File: src/rtl/iic_slave_core.sv
// rtl/iic_slave_core.sv - I2C target with 7-bit address match, byte write strobe and host-fed read data
module iic_slave_core #(
    parameter logic [6:0] ADDR        = 7'h27,
    parameter int         SYNC_STAGES = 2
) (
    input  logic       i_clk,
    input  logic       i_rst_n,
    input  logic       i_i2c_scl,
    input  logic       i_i2c_sda,
    output logic       o_i2c_sda_oe,
    output logic [7:0] o_rx_data,
    output logic       o_rx_valid,
    input  logic [7:0] i_tx_data,
    output logic       o_tx_req,
    output logic       o_busy
);

    typedef enum logic [2:0] {
        S_IDLE, S_ADDR, S_ADDR_ACK, S_WRITE, S_WRITE_ACK, S_READ, S_READ_ACK, S_IGNORE
    } state_t;

    logic [SYNC_STAGES-1:0] scl_sync, sda_sync;
    logic scl_d, sda_d, scl_s, sda_s;
    logic scl_rise, scl_fall, start_det, stop_det;

    state_t     state, state_nxt;
    logic [7:0] shreg, shreg_nxt, txsh, txsh_nxt, rx_data, rx_data_nxt;
    logic [2:0] cnt, cnt_nxt;
    logic       full, full_nxt, rw, rw_nxt, oe, oe_nxt;
    logic       rx_valid, rx_valid_nxt, tx_req, tx_req_nxt, busy, busy_nxt;
    logic       load_tx;

    // Synchronizers reset to the idle-bus level so reset release never looks like START/STOP
    always_ff @(posedge i_clk or negedge i_rst_n) begin
        if (!i_rst_n) begin
            scl_sync <= '1;
            sda_sync <= '1;
            scl_d    <= 1'b1;
            sda_d    <= 1'b1;
        end else begin
            scl_sync <= {scl_sync[SYNC_STAGES-2:0], i_i2c_scl};
            sda_sync <= {sda_sync[SYNC_STAGES-2:0], i_i2c_sda};
            scl_d    <= scl_sync[SYNC_STAGES-1];
            sda_d    <= sda_sync[SYNC_STAGES-1];
        end
    end

    assign scl_s     = scl_sync[SYNC_STAGES-1];
    assign sda_s     = sda_sync[SYNC_STAGES-1];
    assign scl_rise  = scl_s & ~scl_d;
    assign scl_fall  = ~scl_s & scl_d;
    assign start_det = scl_s & scl_d & sda_d & ~sda_s;
    assign stop_det  = scl_s & scl_d & ~sda_d & sda_s;

    always_ff @(posedge i_clk or negedge i_rst_n) begin
        if (!i_rst_n) begin
            state    <= S_IDLE;
            shreg    <= 8'h00;
            txsh     <= 8'h00;
            rx_data  <= 8'h00;
            cnt      <= 3'd0;
            full     <= 1'b0;
            rw       <= 1'b0;
            oe       <= 1'b0;
            rx_valid <= 1'b0;
            tx_req   <= 1'b0;
            busy     <= 1'b0;
        end else begin
            state    <= state_nxt;
            shreg    <= shreg_nxt;
            txsh     <= txsh_nxt;
            rx_data  <= rx_data_nxt;
            cnt      <= cnt_nxt;
            full     <= full_nxt;
            rw       <= rw_nxt;
            oe       <= oe_nxt;
            rx_valid <= rx_valid_nxt;
            tx_req   <= tx_req_nxt;
            busy     <= busy_nxt;
        end
    end

    // full marks "8 bits sampled, act on next SCL fall"; in READ_ACK it marks "master ACKed"
    always_comb begin
        state_nxt    = state;
        shreg_nxt    = shreg;
        txsh_nxt     = txsh;
        rx_data_nxt  = rx_data;
        cnt_nxt      = cnt;
        full_nxt     = full;
        rw_nxt       = rw;
        oe_nxt       = oe;
        rx_valid_nxt = 1'b0;
        tx_req_nxt   = 1'b0;
        busy_nxt     = busy;
        load_tx      = 1'b0;

        if (start_det) begin
            state_nxt = S_ADDR;
            cnt_nxt   = 3'd0;
            full_nxt  = 1'b0;
            oe_nxt    = 1'b0;
            busy_nxt  = 1'b0;
        end else if (stop_det) begin
            state_nxt = S_IDLE;
            cnt_nxt   = 3'd0;
            full_nxt  = 1'b0;
            oe_nxt    = 1'b0;
            busy_nxt  = 1'b0;
        end else begin
            case (state)
                S_ADDR, S_WRITE: begin
                    if (scl_rise) begin
                        shreg_nxt = {shreg[6:0], sda_s};
                        cnt_nxt   = cnt + 3'd1;
                        if (cnt == 3'd7) full_nxt = 1'b1;
                    end else if (scl_fall && full) begin
                        full_nxt = 1'b0;
                        if (state == S_WRITE) begin
                            rx_data_nxt  = shreg;
                            rx_valid_nxt = 1'b1;
                            oe_nxt       = 1'b1;
                            state_nxt    = S_WRITE_ACK;
                        end else if (shreg[7:1] == ADDR && shreg[7:1] != 7'd0) begin
                            rw_nxt    = shreg[0];
                            oe_nxt    = 1'b1;
                            busy_nxt  = 1'b1;
                            state_nxt = S_ADDR_ACK;
                        end else begin
                            state_nxt = S_IGNORE;
                        end
                    end
                end
                S_ADDR_ACK: begin
                    if (scl_fall) begin
                        if (rw) begin
                            load_tx = 1'b1;
                        end else begin
                            oe_nxt    = 1'b0;
                            state_nxt = S_WRITE;
                        end
                    end
                end
                S_WRITE_ACK: begin
                    if (scl_fall) begin
                        oe_nxt    = 1'b0;
                        state_nxt = S_WRITE;
                    end
                end
                S_READ: begin
                    if (scl_fall) begin
                        if (cnt == 3'd7) begin
                            oe_nxt    = 1'b0;
                            cnt_nxt   = 3'd0;
                            full_nxt  = 1'b0;
                            state_nxt = S_READ_ACK;
                        end else begin
                            cnt_nxt  = cnt + 3'd1;
                            txsh_nxt = {txsh[6:0], 1'b0};
                            oe_nxt   = ~txsh[6];
                        end
                    end
                end
                S_READ_ACK: begin
                    if (scl_rise) begin
                        if (sda_s) state_nxt = S_IGNORE;
                        else       full_nxt  = 1'b1;
                    end else if (scl_fall && full) begin
                        full_nxt = 1'b0;
                        load_tx  = 1'b1;
                    end
                end
                default: ;
            endcase
        end

        if (load_tx) begin
            txsh_nxt   = i_tx_data;
            oe_nxt     = ~i_tx_data[7];
            tx_req_nxt = 1'b1;
            cnt_nxt    = 3'd0;
            state_nxt  = S_READ;
        end
    end

    assign o_i2c_sda_oe = oe;
    assign o_rx_data    = rx_data;
    assign o_rx_valid   = rx_valid;
    assign o_tx_req     = tx_req;
    assign o_busy       = busy;

endmodule
File: config.mk
export PLATFORM = sky130hd
export DESIGN_NAME = iic_slave_core
export DESIGN_NICKNAME = d
export VERILOG_FILES = /design/src/rtl/iic_slave_core.sv
export SDC_FILE = /design/constraint.sdc
export NUM_CORES = 1
export LEC_CHECK = 0
export ABC_AREA = 0
export BUFFER_PORTS_ARGS = -buffer_cell sky130_fd_sc_hd__buf_2
export CAP_MARGIN = 20
export CORE_ASPECT_RATIO = 0.9
export CORE_MARGIN = 5
export CORE_UTILIZATION = 57
export DETAILED_ROUTE_END_ITERATION = 8
export PLACE_DENSITY = 0.83
export SLEW_MARGIN = 20
export SYNTH_ARGS = -nofsm -noshare
export SYNTH_HDL_FRONTEND = slang
export SYNTH_SLANG_ARGS = --single-unit
File: constraint.sdc
create_clock -name i_clk -period 2.3 [get_ports i_clk]
set_clock_uncertainty 0.15 [all_clocks]
set_input_delay 0.115 -clock i_clk [delete_from_list [all_inputs] [get_ports i_clk]]
set_output_delay 0.115 -clock i_clk [all_outputs]
set_load 0.01 [all_outputs]
==> flow_summary.json <==
{
  "startpoint_type": "flop",
  "place.gp.congestion": 1.01,
  "synth.avg_cell_area_um2": 11.6,
  "status": "complete, no violations",
  "h-tree-depth": 2,
  "yosys_warnings": 0,
  "start_util_pct": 58.7,
  "final.setup.tns_ns": 0,
  "ys_ff_latch": 41,
  "insertion_delay_ns": 0.29,
  "clkPwrFrac_pct": 18.7,
  "place.port_buffers": 23,
  "synth-main-ff-cell": "dfrtp_1",
  "drtPass1Iterations": 4,
  "syn_nets": 185,
  "drive_gt1_share_pct": 33.0,
  "grt_max_degree": 42,
  "slew_headroom_pct": 41.9,
  "chipHeight_um": 66.0,
  "setup_ws_ns": 0.144,
  "rsz0062_at_grt": "false",
  "final_common_cell": "dfrtp_1",
  "met2_usage_pct": 32.0,
  "period_minus_slack_ns": 2.16,
  "core_area_um2": 3380,
  "antenna_found_initial": 0,
  "hold_ws_ns": 0.0672,
  "clkSlewWorstSetupHoldPaths_ns": 0.07,
  "hold_depth": 3,
  "io-pin-count": 24,
  "vias": 1466,
  "hold_path_class": "in -> reg",
  "ant_nets": 0,
  "cts_buffer_depth": 2,
  "grt_pass1_wl_um": 7300,
  "leakage_nw": 1.08,
  "cts_num_sinks": 41,
  "max_cap_violations": 0,
  "reg2reg_depth": 6,
  "dp_hpwl_um": 2910,
  "async_flop_share_pct": 100,
  "end_kind": "flop",
  "placementRows": 20,
  "synth-seq-area-share_pct": 52.1,
  "worst-setup-path-type": "reg -> reg",
  "dieArea_um2": 4760,
  "cts-root-buf": "clkbuf_8",
  "final_cell_mix": "35 x dfrtp_1, 23 x buf_2, 17 x mux2_2",
  "p_comb_share_pct": 36.1,
  "setup_viol": 0,
  "cts.repair.resized": 0,
  "cp.required_ns": 2.32,
  "synth-edff-count": 0,
  "irDropWorstVdd_mv": 0.639,
  "hold_viol_final": 0,
  "antenna_cells_inserted": 0,
  "grt_pass1_vias": 1525,
  "tritoncts": "yes",
  "fillCellCount": 259,
  "worstMarginPinSlew_ns": 0.872,
  "arrival_ns": 2.18,
  "viasPerCell": 5.79,
  "drt_iter0_drc": 130,
  "power.switching_uw": 903,
  "seq_power_share_pct": 45.2,
  "powerDensity_nw_per_um2": 1100,
  "max_freq_ghz": 0.464,
  "drc": 0,
  "grt_overflow_total": 0,
  "nNetsFinal": 222,
  "wl_um": 4180,
  "netlist_instances": 171,
  "drv_slew": 0,
  "p_int_mw": 1.65,
  "cts_made_buffers": 5,
  "crit_path_max_fanout": 14,
  "synthToLayoutAreaGrowth_pct": 17.0,
  "power_switching_share_pct": 35.4,
  "wl_per_cell_um": 16.5,
  "use_met3_pct": 3.95,
  "grt_use_total_pct": 20.0,
  "dieWidth_um": 72.2,
  "dpl_worst_slack_ns": 0.175,
  "final.period_utilization_pct": 93.7,
  "gr-usage-met1_pct": 26.8,
  "syn_area_um2": 1980,
  "grt-busiest-layer": "met2",
  "synth.distinct_cells": 53
}
registers in the layout (all words and copies together), names as in the netlist:
signal	flops
scl_sync	2
o_rx_data	8
full	1
shreg	8
scl_d	1
state	3
o_i2c_sda_oe	1
o_rx_valid	1
rw	1
o_busy	1
sda_d	1
txsh	7
sda_sync	2
cnt	3
o_tx_req	1
worst max-delay path, cell delays in order, from the launching register on:
cell and delay [ns]:
dfstp_2 0.61, nand2b_4 0.19, or3_4 0.17, clkinv_4 0.12, or4_4 0.60, o2111ai_2 0.12
o21ai_2 0.07
stage by stage:
| stage | utilization (%) | std cells | cell area, um2 | power (mW) |
|---|---|---|---|---|
| floorplan | - | 171 | 1980 | 1.80 |
| global placement | 63.1 | 235 | 2130 | 2.00 |
| detailed placement | 63.1 | 235 | 2130 | 2.06 |
| CTS | 68.7 | 253 | 2320 | 2.55 |
| global route | 68.7 | 253 | 2320 | 2.74 |
| finish | 68.7 | 253 | 2320 | 2.55 |
logic make-up (layout without fill, tap and decap cells):
| logic type | after synthesis | count (layout) | share of synthesized area (%) |
|---|---|---|---|
| buffers and inverters | 18 | 56 | 4.85 |
| AOI/OAI and AO/OA | 38 | 38 | 13.6 |
| DFF | 41 | 41 | 52.1 |
| and+or+nand+nor | 47 | 47 | 14.2 |
| muxes | 24 | 24 | 13.5 |
| adders and majority gates | 2 | 2 | 1.26 |
| xor gates and xnor gates | 1 | 1 | 0.441 |
Yosys cell counts (2+ instances only):
cell / number / area share, %
dfrtp_1: 35 / 44
mux2_2: 17 / 9.6
o21ai_0: 13 / 3.3
nand2_1: 12 / 2.3
inv_1: 11 / 2.1
nor2_1: 8 / 1.5
dfstp_2: 6 / 7.9
mux2i_1: 5 / 2.5
nand3_1: 5 / 1.3
nand2b_1: 4 / 1.3
a31oi_1: 3 / 0.95
a211oi_1: 2 / 0.76
a21oi_1: 2 / 0.50
a222oi_1: 2 / 1.0
buf_4: 2 / 0.76
buf_6: 2 / 1.1
ha_1: 2 / 1.3
nand3b_1: 2 / 0.76
nor2_4: 2 / 1.1
nor3_1: 2 / 0.50
o21ai_1: 2 / 0.50
area by class of cell:
type	instances	area, um2	area share (%)
repair buffers	36	238	10.2
flip-flops and latches	41	1030	44.5
inverters	12	50.0	2.16
clock buffers	8	90.1	3.88
well taps	44	55.1	2.37
multi-input cells	112	855	36.8
power by group through the flow:
stage          Clock, mW  Combinational (mW)  Sequential [mW]
2_1_floorplan          0               0.695             1.10
3_3_place_gp           0               0.861             1.14
3_5_place_dp           0               0.900             1.16
4_1_cts            0.489               0.915             1.15
5_1_grt            0.527                1.03             1.19
6_report           0.479               0.921             1.15
path summary, 6_finish.rpt:
path,startpoint,to,slack (ns)
hold / removal,i_tx_data[7],o_i2c_sda_oe$_DFFE_PN0P_,0.07
hold reg to reg,sda_sync[0]$_DFF_PN1_,sda_sync[1]$_DFF_PN1_,0.21
min in group asynchronous,i_rst_n,full$_DFFE_PN0P_,0.33
setup reg to reg,scl_sync[1]$_DFF_PN1_,cnt[0]$_DFFE_PN0P_,0.14
setup / recovery,scl_sync[1]$_DFF_PN1_,cnt[0]$_DFFE_PN0P_,0.14
max in group asynchronous,i_rst_n,cnt[1]$_DFFE_PN0P_,1.12
timing repair:
item,CTS,global route
hold buffers,10,0
setup buffers,0,0
hold endpoints to repair,44,0
per-layer routing:
metal,vias up,routed length (um)
met5,-,0
met4,0,76
li1,692,-
met1,727,1920
met3,9,175
met2,38,2000
No activity file was read; power rests on OpenSTA's default activity.
